[config.mk]
export PLATFORM = sky130hd
export DESIGN_NAME = booth_divider
export DESIGN_NICKNAME = d
export VERILOG_FILES = /design/src/rtl/booth_divider.sv
export SDC_FILE = /design/constraint.sdc
export NUM_CORES = 1
export LEC_CHECK = 0
export CORE_ASPECT_RATIO = 0.5
export CORE_MARGIN = 4
export CORE_UTILIZATION = 51
export CTS_CLUSTER_SIZE = 30
export DETAILED_ROUTE_END_ITERATION = 12
export PLACE_DENSITY = 0.73
export SYNTH_ARGS = -nofsm -noshare
export SYNTH_HDL_FRONTEND = slang
export SYNTH_SLANG_ARGS = --single-unit
[constraint.sdc]
create_clock -name clk -period 3 [get_ports clk]
set_clock_uncertainty 0.1 [all_clocks]
set_input_delay 0.6 -clock clk [delete_from_list [all_inputs] [get_ports clk]]
set_output_delay 0.6 -clock clk [all_outputs]
set_load 0.005 [all_outputs]
[src/rtl/booth_divider.sv]
`default_nettype none
// +--------------------------------------------------------------------------+
// | booth_divider: sequential signed 16/8 restoring divider, one bit per     |
// | cycle on magnitudes, then a sign-fix cycle. Option: DIV_OVF_PRECHECK_EN  |
// | Rev 1.0 - initial release                                                |
// +--------------------------------------------------------------------------+
module booth_divider (
    input  logic        clk,
    input  logic        reset,
    input  logic [15:0] dividend,
    input  logic [7:0]  divisor,
    input  logic        go,
    output logic [7:0]  quot,
    output logic [7:0]  rem,
    output logic        err,
    output logic        over,
    output logic [1:0]  check_state
);

    typedef enum logic [1:0] {
        S_IDLE = 2'd0,
        S_RUN  = 2'd1,
        S_FIX  = 2'd2,
        S_DONE = 2'd3
    } state_t;

    state_t      state_q, state_d;
    logic [15:0] dvd_q,   dvd_d;
    logic [8:0]  dvs_q,   dvs_d;
    logic        sdvd_q,  sdvd_d;
    logic        sdvs_q,  sdvs_d;
    logic [15:0] quo_q,   quo_d;
    logic [8:0]  pr_q,    pr_d;
    logic [3:0]  cnt_q,   cnt_d;
    logic [7:0]  quot_q,  quot_d;
    logic [7:0]  rem_q,   rem_d;
    logic        err_q,   err_d;
    logic        over_q,  over_d;

    logic [15:0] w_dvd_mag;
    logic [8:0]  w_dvs_ext;
    logic [8:0]  w_dvs_mag;
    logic [9:0]  w_pr_shift;
    logic        w_pr_ge;
    logic        w_neg;
    logic        w_ovf;
    logic [7:0]  w_qs;
    logic [7:0]  w_rem_s;
    logic        w_pre_ovf;

    always_comb begin
        w_dvd_mag  = dividend[15] ? (~dividend + 16'd1) : dividend;
        w_dvs_ext  = {divisor[7], divisor};
        w_dvs_mag  = divisor[7] ? (~w_dvs_ext + 9'd1) : w_dvs_ext;
        w_pr_shift = {pr_q, dvd_q[15]};
        w_pr_ge    = w_pr_shift >= {1'b0, dvs_q};
        w_neg      = sdvd_q ^ sdvs_q;
        // A negative result may reach -128, a positive one only +127.
        w_ovf      = w_neg ? (quo_q > 16'd128) : (quo_q > 16'd127);
        w_qs       = w_neg ? (~quo_q[7:0] + 8'd1) : quo_q[7:0];
        w_rem_s    = sdvd_q ? (~pr_q[7:0] + 8'd1) : pr_q[7:0];
`ifdef DIV_OVF_PRECHECK_EN
        w_pre_ovf  = {1'b0, w_dvd_mag[15:8]} >= w_dvs_mag;
`else
        w_pre_ovf  = 1'b0;
`endif
    end

    always_comb begin
        state_d = state_q;
        dvd_d   = dvd_q;
        dvs_d   = dvs_q;
        sdvd_d  = sdvd_q;
        sdvs_d  = sdvs_q;
        quo_d   = quo_q;
        pr_d    = pr_q;
        cnt_d   = cnt_q;
        quot_d  = quot_q;
        rem_d   = rem_q;
        err_d   = err_q;
        over_d  = over_q;

        case (state_q)
            S_IDLE: begin
                over_d = 1'b0;
                if (go) begin
                    sdvd_d = dividend[15];
                    sdvs_d = divisor[7];
                    dvd_d  = w_dvd_mag;
                    dvs_d  = w_dvs_mag;
                    quo_d  = 16'd0;
                    pr_d   = 9'd0;
                    cnt_d  = 4'd15;
                    if ((divisor == 8'd0) || w_pre_ovf) begin
                        state_d = S_DONE;
                        err_d   = 1'b1;
                        quot_d  = 8'd0;
                        rem_d   = 8'd0;
                        over_d  = 1'b1;
                    end else begin
                        state_d = S_RUN;
                    end
                end
            end
            S_RUN: begin
                pr_d  = w_pr_ge ? 9'(w_pr_shift - {1'b0, dvs_q}) : 9'(w_pr_shift);
                quo_d = {quo_q[14:0], w_pr_ge};
                dvd_d = {dvd_q[14:0], 1'b0};
                cnt_d = cnt_q - 4'd1;
                if (cnt_q == 4'd0) begin
                    state_d = S_FIX;
                end
            end
            S_FIX: begin
                if (w_ovf) begin
                    err_d  = 1'b1;
                    quot_d = 8'd0;
                    rem_d  = 8'd0;
                end else begin
                    err_d  = 1'b0;
                    quot_d = w_qs;
                    rem_d  = w_rem_s;
                end
                over_d  = 1'b1;
                state_d = S_DONE;
            end
            S_DONE: begin
                if (!go) begin
                    state_d = S_IDLE;
                    over_d  = 1'b0;
                end
            end
            default: state_d = S_IDLE;
        endcase
    end

    always_ff @(posedge clk) begin
        if (!reset) begin
            state_q <= S_IDLE;
            dvd_q   <= 16'd0;
            dvs_q   <= 9'd0;
            sdvd_q  <= 1'b0;
            sdvs_q  <= 1'b0;
            quo_q   <= 16'd0;
            pr_q    <= 9'd0;
            cnt_q   <= 4'd0;
            quot_q  <= 8'd0;
            rem_q   <= 8'd0;
            err_q   <= 1'b0;
            over_q  <= 1'b0;
        end else begin
            state_q <= state_d;
            dvd_q   <= dvd_d;
            dvs_q   <= dvs_d;
            sdvd_q  <= sdvd_d;
            sdvs_q  <= sdvs_d;
            quo_q   <= quo_d;
            pr_q    <= pr_d;
            cnt_q   <= cnt_d;
            quot_q  <= quot_d;
            rem_q   <= rem_d;
            err_q   <= err_d;
            over_q  <= over_d;
        end
    end

    assign quot        = quot_q;
    assign rem         = rem_q;
    assign err         = err_q;
    assign over        = over_q;
    assign check_state = state_q;

endmodule
`default_nettype wire

-- Word-level counts from Yosys, hierarchy flattened
Cells that the tools add are included.
- input bits: 27
- register bits: 76
- output and inout port bits: 20
- logic and storage cells: 77
- bitwise gates (word level): 5
- order comparisons: 3
- reductions and logical operators: 11
- equality and inequality tests: 7
- multiplexer cells: 33
- add/subtract/negate cells: 6
- operators with widths (kind ; count):
    16-bit case mux with 2 select lines ; 2
    16-bit two-way mux ; 3
    8-bit two-way mux ; 6
    8-bit case mux with 2 select lines ; 2
    9-bit two-way mux ; 3
    9-bit case mux with 2 select lines ; 1
    16-bit by 1-bit adder with 16-bit output, second input constant ; 1
    8-bit by 1-bit adder with 8-bit output, second input constant ; 2
    16-bit by 7-bit greater-than comparator with 1-bit output, second input constant ; 1
    16-bit by 8-bit greater-than comparator with 1-bit output, second input constant ; 1
    16-bit NOT ; 1
    8-bit NOT ; 2
    10-bit by 9-bit >= comparator with 1-bit output ; 1
    9-bit by 1-bit adder with 9-bit output, second input constant ; 1
    9-bit NOT ; 1
    9-bit subtractor ; 1
    8-bit zero test ; 1
    2-bit two-way mux ; 4
    2-bit != test, second input constant ; 4
    2-bit case mux with 4 select lines ; 1
    4-bit case mux with 2 select lines ; 1
    1-bit two-way mux ; 7
    2-bit AND reduction ; 3
    3-bit AND reduction ; 2
    11 further kinds ; 13

-- Longest topological paths before layout
Gate-level depths: netlist of run 1.
- word-level depth: 5
- depth in mapped cells: 10
- mapped depth without buffers: 9

-- Worst setup path after synthesis of run 1
OpenSTA, ideal clock, no wires.
- path type: register to register
- start: reg dvd_q[15]
- end: reg pr_q[1]
- data required time: 2.780 ns
- slack: 0.535 ns
- arrival: 2.244 ns
- setup time: 0.120 ns
- buffers on the path: 1
- clock period less this slack: 2.465 ns
- stages on the path, launching flop included: 11
- cell sequence: dfxtp_1 -> inv_1 -> ha_1 -> inv_1 -> fa_1 -> a211oi_1 -> o211ai_1 -> a21oi_1 -> buf_2 -> mux2i_1 -> o2bb2ai_1
- word-level cells in the longest chain between the ends: 3
- elaborated cells between the ends (all ways): 4
- classes of those cells: 1 x add/sub; 1 x order compare; 2 x mux
- ends and longest elaborated chain (item ; line ; RTL):
    from (decl) ; 28 ; logic [15:0] dvd_q, dvd_d;
    from (signal assigned) ; 153 ; dvd_q <= dvd_d;
    9-bit subtractor / 10-bit by 9-bit >= comparator with 1-bit output (equally long branches) ; 106, 56 ;
    9-bit two-way mux (*) ; 106 ; pr_d = w_pr_ge ? 9'(w_pr_shift - {1'b0, dvs_q}) : 9'(w_pr_shift);
    9-bit case mux with 2 select lines (*) ; 83 ; case (state_q)
    to (signal assigned) ; 158 ; pr_q <= pr_d;
    to (decl) ; 33 ; logic [8:0] pr_q, pr_d;
Mark *: on every way between the ends. The rest lies on a longest branch, timed or not.
A chain may end at the register's enable or synchronous reset.

-- Worst setup path after layout of run 1
- start: in divisor[3]
- end: reg quot_q[6], in the netlist quot[6]
- word-level cells in the longest chain between the ends: 3
- ends and longest elaborated chain (item ; line ; RTL):
    from (decl) ; 11 ; input logic [7:0] divisor,
    8-bit zero test ; 94 ; if ((divisor == 8'd0) || w_pre_ovf) begin
    2-bit != test (no source line) ; -- ;
    3-bit AND reduction (no source line) ; -- ;
    to (signal assigned) ; 160 ; quot_q <= quot_d;
    to (decl) ; 35 ; logic [7:0] quot_q, quot_d;
No other way between the ends.

==> impl_metrics.json, run 1 <==
{
  "die_w_microns": 137.4,
  "synth_edf_count": 0,
  "synth_compound_area_share_pct": 22.99,
  "p_clk_share_pct": 25.8,
  "grt_pass1_wl_microns": 15980,
  "syn_avg_cell_area_sq_um": 8.077,
  "cts_resized": 0,
  "worstSkewPairLatency_ns": 0.33,
  "p_sw_w": 0.001711,
  "syn2layout_area_growth_pct": 22.05,
  "cts_tree": "built",
  "gp_congestion": 0.8349,
  "slew_headroom_pct": 18.81,
  "dpl_worst_slack_ns": 0.1305,
  "grt_max_degree": 59,
  "finalInstanceArea_sq_um": 5215,
  "synth.most_common_cell": "dfxtp_1",
  "yosys.area.top_type_share_pct": 35.61,
  "crit_path_end_kind": "flop",
  "seq_power_share_pct": 29.9,
  "vias": 3814,
  "worst-r2r-cell-count": 10,
  "crit_type": "in2reg",
  "io_buffers": 46,
  "drtIter0Drc": 224,
  "core_area_sq_um": 8087,
  "grt_overflow": 0,
  "endpoint": "quot[6]$_SDFFE_PN0P_",
  "yosys_warnings": 0,
  "synth_ff_type": "dfxtp_1",
  "worstPathArrival_ns": 2.69,
  "avgRoutedWirePerCell_microns": 13.86,
  "die-area_sq_um": 9996,
  "setup_tns_ns": 0,
  "grt_pass1_vias": 3481,
  "rr_startpoint": "dvd_q[15]$_SDFFE_PN0P_",
  "firstDrtPassIters": 5,
  "placementRows": 23,
  "ys_ff_latch": 76,
  "clk_pin_slew_ns": 0.05,
  "worst-path-max-fanout": 4,
  "period_minus_slack_ns": 2.540,
  "hold_path.class": "reg2reg",
  "synthesis.area_sq_um": 4273,
  "routed_wl_microns": 9536,
  "swShare_pct": 37.23,
  "muxShareOfSynthArea_pct": 2.372,
  "p_per_area_nw_per_um2": 881.2,
  "hold_slack_ns": 0.3465,
  "synth-xor-area-share_pct": 7.174,
  "power_frac_comb_pct": 44.3,
  "drive_gt1_share_pct": 7.465,
  "r2r_end": "pr_q[0]$_SDFFE_PN0P_",
  "tightest_slew_ns": 1.218,
  "avgViaCountPerCell": 5.544,
  "final_nets": 619,
  "yosysTopAreaCell": "dfxtp_1",
  "synth_cell_types": 58,
  "cap_violations": 0,
  "post_synth_and_or_nand_nor_area_fraction_pct": 20.44,
  "syn-num-nets": 576,
  "power_leakage_nw": 1.963,
  "ys_top_cells_by_area": "dfxtp_1 36%, a21oi_1 6.3%, ha_1 5.6%, nand2_1 4.9%, xor2_1 4.1%",
  "power.internal_w": 0.002885,
  "n_fill_cell": 719,
  "worstPathRequired_ns": 3.15,
  "synth_commonest_cells": "76 x dfxtp_1, 56 x nand2_1, 54 x a21oi_1, 42 x nor2_1, 27 x inv_1",
  "outcome": "complete, no violations",
  "crit_start": "divisor[3]",
  "setup_viol": 0,
  "async_flop_share_pct": 0,
  "ys_seq_area_share_pct": 35.61,
  "htree_levels": 3,
  "antennaDiodeCount": 0,
  "cts_setup_buffers": 0,
  "clk_path_buf_depth": 2,
  "hpwl_microns": 6742,
  "cts_hold_buf": 0,
  "floorplan.initialDensity_pct": 52.84,
  "start_kind": "input port",
  "postRouteAntennaNets": 0,
  "fin_crit_sh_pct": 84.68,
  "drc": 0,
  "die_h_microns": 72.73,
  "antenna_found_initial": 0,
  "clkSinkCount": 76,
  "grt_usage_pct": 19.81,
  "rsz0062_at_grt": "no",
  "setup_ws_ns": 0.4596,
  "cts_buffers": 9,
  "fin_total_pwr_w": 0.004596,
  "drv_slew": 0,
  "placed_area_sq_um": 4880,
  "netlist_instances": 529,
  "synth_fa_ha_area_share_pct": 6.032,
  "ir_drop_uv": 562.9,
  "r2r_slack_ns": 0.47,
  "fmax_ghz": 0.3936,
  "synth_top_family_by_area": "compound AO/OA/AOI/OAI gates",
  "finalHoldViolCount": 0,
  "cts_root_buf": "clkbuf_16",
  "io_pins": 47
}
==> final cells by class <==
| cell class | count | area [sq um] | share of cell area, % |
|---|---|---|---|
| Clock inverter | 3 | 68.82 | 1.320 |
| Inverter | 28 | 105.1 | 2.015 |
| Tap cell | 112 | 140.1 | 2.687 |
| Multi-Input combinational cell | 394 | 2525 | 48.42 |
| Timing Repair Buffer | 63 | 588.1 | 11.28 |
| Clock buffer | 12 | 266.5 | 5.110 |
| Sequential cell | 76 | 1521 | 29.17 |
==> critical path, stage by stage <==
cell	delay, ns
clkdlybuf4s50_1	0.42
or4_4	0.57
nor4_4	0.31
a31oi_4	0.12
or4_1	0.51
a21oi_1	0.15
==> how the worst min path moves through the flow <==
stage | cells past startpoint | start | slack, ns | end
CTS | 2 | dvd_q[5]$_SDFFE_PN0P_ | 0.35 | dvd_q[5]$_SDFFE_PN0P_
finish | 2 | dvd_q[5]$_SDFFE_PN0P_ | 0.35 | dvd_q[5]$_SDFFE_PN0P_
global placement | 2 | dvd_q[5]$_SDFFE_PN0P_ | 0.33 | dvd_q[5]$_SDFFE_PN0P_
global route | 2 | rem[6]$_SDFFE_PN0P_ | 0.36 | rem[6]$_SDFFE_PN0P_
floorplan | 2 | pr_q[8]$_SDFFE_PN0P_ | 0.33 | pr_q[8]$_SDFFE_PN0P_
detailed placement | 2 | dvd_q[5]$_SDFFE_PN0P_ | 0.34 | dvd_q[5]$_SDFFE_PN0P_
==> registers in the layout, indices dropped and copies added (netlist names) <==
signal	count
dvs_q	9
sdvd_q	1
check_state	2
quot	8
rem	8
over	1
quo_q	16
pr_q	9
dvd_q	16
sdvs_q	1
err	1
cnt_q	4
==> routing by layer <==
metal  wire length, microns  global-route usage [%]  up-vias  part of all wire, %
met5                      0                       0        -                    0
met3                    377                   5.165        6                  4.0
met2                   4364                   31.97       57                   46
li1                       -                       -     1977                    -
met1                   4732                   26.91     1774                   50
met4                     61                   4.314        0                 0.64
==> cell families (layout without fill, tap and decap cells) <==
kind of cell	Yosys count	count (layout)
AO/OA/AOI/OAI	151	151
flip-flops	76	76
multiplexers	10	10
XOR/XNOR	35	35
AND/OR/NAND/NOR	178	178
adder cells (fa/ha/maj)	20	20
buffers and inverters	59	106
==> stage by stage <==
stage          utilization (%)  std cells
2_1_floorplan                -        529
3_3_place_gp             60.34        673
3_5_place_dp             60.34        673
4_1_cts                  64.49        688
5_1_grt                  64.49        688
6_report                 64.49        688
==> power by group through the flow <==
stage | Sequential (W) | Clock (W) | Combinational [W]
2_1_floorplan | 0.00134 | 0 | 0.00153
3_3_place_gp | 0.00139 | 0 | 0.00199
3_5_place_dp | 0.00140 | 0 | 0.00202
4_1_cts | 0.00138 | 0.00121 | 0.00203
5_1_grt | 0.00141 | 0.00126 | 0.00228
6_report | 0.00138 | 0.00119 | 0.00203
==> layout by cell type (no fill, tap or decap), types with 11 or more instances in the layout <==
cell / n
dfxtp_1: 76
nand2_1: 56
a21oi_1: 54
clkdlybuf4s50_1: 46
nor2_1: 42
inv_1: 27
nand3_1: 23
o21ai_0: 21
xor2_1: 20
ha_1: 19
buf_4: 17
xnor2_1: 15
a22oi_1: 15
a211oi_1: 12
nor3_1: 11
(Power assumes the default switching activity.)
==> inputs of run 2 (changes only) <==
- PLACE_DENSITY: 0.73 -> 0.76
- clock period: 3 -> 2.1 ns (I/O delays scaled with it)
==> run 2 against run 1 <==
Compared with the run above: the run now ends with negative setup slack left; critical path depth up 5; final cell count up 9.0%; wire length up 15%; design area up 13%; largest power group unchanged; worst hold slack about the same; utilization up 8.4 points; highest routed layer unchanged; first-iteration DRC count up 16%.
==> impl_metrics.json, run 2 (same netlist as run 1, synthesis figures left out) <==
{
  "vias": 4121,
  "clk_path_buf_depth": 2,
  "tightest_slew_ns": 0.7005,
  "rr_startpoint": "dvd_q[15]$_SDFFE_PN0P_",
  "setup_tns_ns": -2.184,
  "drtIter0Drc": 259,
  "power_leakage_nw": 2.349,
  "avgViaCountPerCell": 5.495,
  "gp_congestion": 0.7911,
  "crit_path_end_kind": "flop",
  "dpl_worst_slack_ns": -0.5464,
  "grt_pass1_wl_microns": 18260,
  "final_nets": 681,
  "htree_levels": 3,
  "p_sw_w": 0.002883,
  "grt_usage_pct": 22.56,
  "die_h_microns": 72.73,
  "p_per_area_nw_per_um2": 1320,
  "endpoint": "pr_q[8]$_SDFFE_PN0P_",
  "grt_pass1_vias": 3927,
  "drc": 0,
  "io_buffers": 46,
  "hold_slack_ns": 0.3466,
  "floorplan.initialDensity_pct": 52.84,
  "start_kind": "flop",
  "drive_gt1_share_pct": 21.32,
  "period_minus_slack_ns": 2.366,
  "final_cell_mix": "73 x dfxtp_1, 72 x buf_4, 56 x nand2_1, 49 x a21oi_1, 42 x nor2_1",
  "cts_hold_buf": 0,
  "crit_start": "dvd_q[15]$_SDFFE_PN0P_",
  "postRouteAntennaNets": 0,
  "core_area_sq_um": 8087,
  "die-area_sq_um": 9996,
  "hpwl_microns": 7414,
  "hold_path.class": "reg2reg",
  "die_w_microns": 137.4,
  "worst-path-max-fanout": 7,
  "seq_power_share_pct": 24.7,
  "grt_max_degree": 59,
  "fin_crit_sh_pct": 112.7,
  "cap_violations": 0,
  "clkSinkCount": 76,
  "fmax_ghz": 0.4227,
  "dp_cells": 726,
  "finalNonFillerCells": 750,
  "clk_pin_slew_ns": 0.06,
  "power.internal_w": 0.004900,
  "reg.largest.list": "dvd_q x16, quo_q x16",
  "antenna_found_initial": 0,
  "outcome": "finished, violations left",
  "r2r_end": "pr_q[8]$_SDFFE_PN0P_",
  "final_common_cell": "dfxtp_1",
  "placementRows": 23,
  "swShare_pct": 37.05,
  "cts_buffers": 9,
  "ir_drop_uv": 1156,
  "antennaDiodeCount": 0,
  "grt_overflow": 0,
  "p_clk_share_pct": 21.2,
  "avgRoutedWirePerCell_microns": 14.67,
  "routed_wl_microns": 11010,
  "power_frac_comb_pct": 54.0,
  "cts_tree": "built",
  "violations": "negative setup slack",
  "cts_root_buf": "clkbuf_16",
  "crit_type": "reg2reg",
  "worstPathRequired_ns": 2.21,
  "worst-r2r-cell-count": 11,
  "slew_headroom_pct": 53.13,
  "setup_viol": 10,
  "io_pins": 47,
  "n_fill_cell": 617,
  "rsz0062_at_grt": "yes",
  "drv_slew": 0,
  "setup_ws_ns": -0.2659,
  "syn2layout_area_growth_pct": 38.01,
  "finalHoldViolCount": 0,
  "firstDrtPassIters": 4,
  "r2r_slack_ns": -0.27,
  "worstPathArrival_ns": 2.48,
  "worstSkewPairLatency_ns": 0.34
}
run 2: changes by cell type in the layout (fill, tap and decap cells not counted), sizes merged:
| cell | previous run | this run |
|---|---|---|
| buf | 17 | 78 |
| clkdlybuf4s15 | 0 | 1 |
| clkbuf | 12 | 14 |
| clkinv | 2 | 3 |
| dlymetal6s2s | 0 | 2 |
| clkdlybuf4s50 | 46 | 38 |
| dlygate4sd2 | 0 | 3 |
run 2: area by class of cell:
type / instances / area, sq um / area share [%]
Tap cell: 112 / 140.1 / 2.376
Inverter: 28 / 107.6 / 1.825
Sequential cell: 76 / 1525 / 25.86
Timing Repair Buffer: 125 / 1120 / 18.99
Multi-Input combinational cell: 394 / 2688 / 45.58
Clock buffer: 11 / 242.7 / 4.116
Clock inverter: 4 / 73.82 / 1.252
run 2: per-layer routing:
metal / GRT usage [%] / routed length, microns / vias to the layer above / part of all wire [%]
met5: 0 / 0 / - / 0
met4: 6.748 / 180 / 0 / 1.6
met3: 5.579 / 517 / 19 / 4.7
met2: 38.44 / 5372 / 86 / 49
met1: 28.49 / 4935 / 1910 / 45
li1: - / - / 2106 / -
run 2: critical path, cell delays in order, from the launching register on:
cell       delay [ns]
dfxtp_2          0.33
inv_4            0.07
ha_4             0.13
inv_2            0.04
fa_2             0.39
a211oi_4         0.30
o211ai_1         0.17
a21oi_2          0.24
buf_4            0.16
clkbuf_16        0.13
nor2b_4          0.13
o31ai_2          0.06
run 2: worst min path at each step:
stage	start	endpoint	slack, ns	cells after the start
after floorplan	pr_q[8]$_SDFFE_PN0P_	pr_q[8]$_SDFFE_PN0P_	0.33	2
after global placement	dvd_q[5]$_SDFFE_PN0P_	dvd_q[5]$_SDFFE_PN0P_	0.33	2
after detailed placement	dvd_q[4]$_SDFFE_PN0P_	dvd_q[4]$_SDFFE_PN0P_	0.34	2
after CTS	rem[4]$_SDFFE_PN0P_	rem[4]$_SDFFE_PN0P_	0.35	2
after global routing	rem[7]$_SDFFE_PN0P_	rem[7]$_SDFFE_PN0P_	0.37	2
final	rem[4]$_SDFFE_PN0P_	rem[4]$_SDFFE_PN0P_	0.35	2
run 2: power by group through the flow:
stage	registers [W]	clock network [W]	logic, W
finish	0.00193	0.00165	0.00420
global route	0.00196	0.00174	0.00458
CTS	0.00191	0.00168	0.00396
detailed placement	0.00194	0	0.00345
global placement	0.00193	0	0.00336
floorplan	0.00192	0	0.00228
run 2: per-stage QoR:
stage                     cell area (sq um)  total power [W]  util, %
after CTS                              5769         0.007554    71.34
after global routing                   5897         0.008279    72.92
after detailed placement               5339         0.005388    66.02
after floorplan                        4299         0.004203        -
after global placement                 5339         0.005289    66.02
final                                  5897         0.007783    72.92
run 2: timing repair:
item | CTS | global route
hold endpoints to repair | 0 | 0
resized for setup | 23 | 34
setup buffers | 4 | 4
setup endpoints to repair | 35 | 34
pin swaps | 6 | 15
gates cloned | 1 | 0
==> inputs of run 3 (changes only) <==
- CTS_CLUSTER_DIAMETER: unset -> 30
==> results of run 3 <==
No change in the layout: final DEF, timing and power equal those of run 2.
==> patch, RTL diff (config.mk and constraints of run 3) <==
Put one more register stage on the output `over`. The value now appears one clock later. The other outputs are not delayed to match.
--- a/src/rtl/booth_divider.sv
+++ b/src/rtl/booth_divider.sv
@@ -169,3 +169,5 @@
     assign err         = err_q;
-    assign over        = over_q;
+    always_ff @(posedge clk) begin
+        over <= over_q;
+    end
     assign check_state = state_q;
Formal check against the unedited RTL: not equivalent (a bounded check fails within 4 cycles, from zero or initial values and one cycle with reset low).
==> patch against run 3 <==
  * The run still ends with negative setup slack left
  * Area after synthesis increased by 0.47%
  * Sequential cell count increased by 1
  * Power decreased by 3.3%
  * Final area decreased by 0.19%
  * Global-route usage decreased by 0.41 points
  * Wire length decreased by 1.9%
  * Die area increased by 0.43%
  * Count of clock-buffer cells in the layout unchanged
  * Sequential share of layout area increased by 0.37 points
  * Worst setup slack improved by 0.13 ns
  * Critical path depth decreased by 1
  * Critical path type unchanged
  * Highest routed layer unchanged
==> patch: results (changes against run 3) <==
INFO  outcome        run_status=complete, but fails checks [unchanged]
INFO  outcome        violated_checks=negative setup slack [unchanged]
INFO  global_routing grt_first_pass_wirelength=17800um [was 18260 um]
INFO  pwr            seq_power_share=0.259 [was 0.247]
INFO  global_routing m1_gr_usage=0.2925 [was 0.2849]
INFO  timing         postLayoutSetupSlackWorst=-0.1369ns [was -0.2659 ns]
INFO  critical_path  worstRegToRegCells=10 [was 11]
INFO  place          hpwlAfterDp=7366um [was 7414 um]
INFO  hold_path      holdCritStartpoint=over_q$_SDFFE_PN0P_ [was rem[4]$_SDFFE_PN0P_]
INFO  clocking       postCtsSetupBuffers=5 [was 4]
INFO  logic_synthesis synth_xor_area_frac=0.07141 [was 0.07174]
INFO  logic_synthesis synth-adder-area-share=0.06004 [was 0.06032]
INFO  global_routing grt_util_all_layers=0.2215 [was 0.2256]
INFO  place          post_dp_cell_area=5349squm [was 5339 sq um]
INFO  global_routing groute.layer.met2.usage=0.3747 [was 0.3844]
INFO  drt            drt-initial-drc-count=244 [was 259]
INFO  drt            routedWlPerCell=14.43um [was 14.67 um]
INFO  timing         setup_tns_final=-0.9485ns [was -2.184 ns]
INFO  global_routing groute.layer.met3.usage=0.04752 [was 0.05579]
INFO  timing         slew_headroom=0.5706 [was 0.5313]
INFO  drt            routed_length_on_met3=456um [was 517 um]
INFO  critical_path  worst_r2r_endpoint=pr_q[2]$_SDFFE_PN0P_ [was pr_q[8]$_SDFFE_PN0P_]
INFO  hold_path      min_delay_path_depth=0 [was 2]
INFO  critical_path  cp_data_arrival_time=2.41ns [was 2.48 ns]
INFO  pwr            ir_drop=1.157mV [was 1.156 mV]
INFO  hold_path      min_delay_worst_endpoint=over$_DFF_P_ [was rem[4]$_SDFFE_PN0P_]
INFO  logic_synthesis netlist_top_cells_area=sky130_fd_sc_hd__dfxtp_1 36%, sky130_fd_sc_hd__a21oi_1 6.3%, sky130_fd_sc_hd__ha_1 5.5%, sky130_fd_sc_hd__nand2_1 4.9%, sky130_fd_sc_hd__xor2_1 4.1% [was sky130_fd_sc_hd__dfxtp_1 36%, sky130_fd_sc_hd__a21oi_1 6.3%, sky130_fd_sc_hd__ha_1 5.6%, sky130_fd_sc_hd__nand2_1 4.9%, sky130_fd_sc_hd__xor2_1 4.1%]
INFO  logic_synthesis synth-seq-area-share=0.3591 [was 0.3561]
INFO  drt            vias_per_cell=5.559 [was 5.495]
INFO  timing         report.final.setup_viol=10 [unchanged]
INFO  drt            routed-via-count=4158 [was 4121]
INFO  layout         post_route_cells_drive_above_1_share=0.1997 [was 0.2132]
## patch: changes by cell type after synthesis, sizes merged
| cell | change |
|---|---|
| dfxtp | +1 |
## patch: critical path: stages (launching register included)
cell and delay, ns:
sky130_fd_sc_hd__dfxtp_2 0.32, sky130_fd_sc_hd__inv_2 0.09, sky130_fd_sc_hd__ha_4 0.15, sky130_fd_sc_hd__inv_2 0.04
sky130_fd_sc_hd__fa_2 0.37, sky130_fd_sc_hd__a211oi_4 0.24, sky130_fd_sc_hd__o211ai_1 0.13, sky130_fd_sc_hd__a21oi_2 0.26
sky130_fd_sc_hd__buf_12 0.16, sky130_fd_sc_hd__mux2i_1 0.19, sky130_fd_sc_hd__a22o_1 0.13
## patch: layout make-up
class | instances | area (sq um)
Multi-Input combinational cell | 394 | 2665
Clock inverter | 4 | 73.82
Clock buffer | 11 | 232.7
Inverter | 28 | 105.1
Timing Repair Buffer | 122 | 1125
Fill cell | 600 | 2201
Tap cell | 112 | 140.1
Sequential cell | 77 | 1544
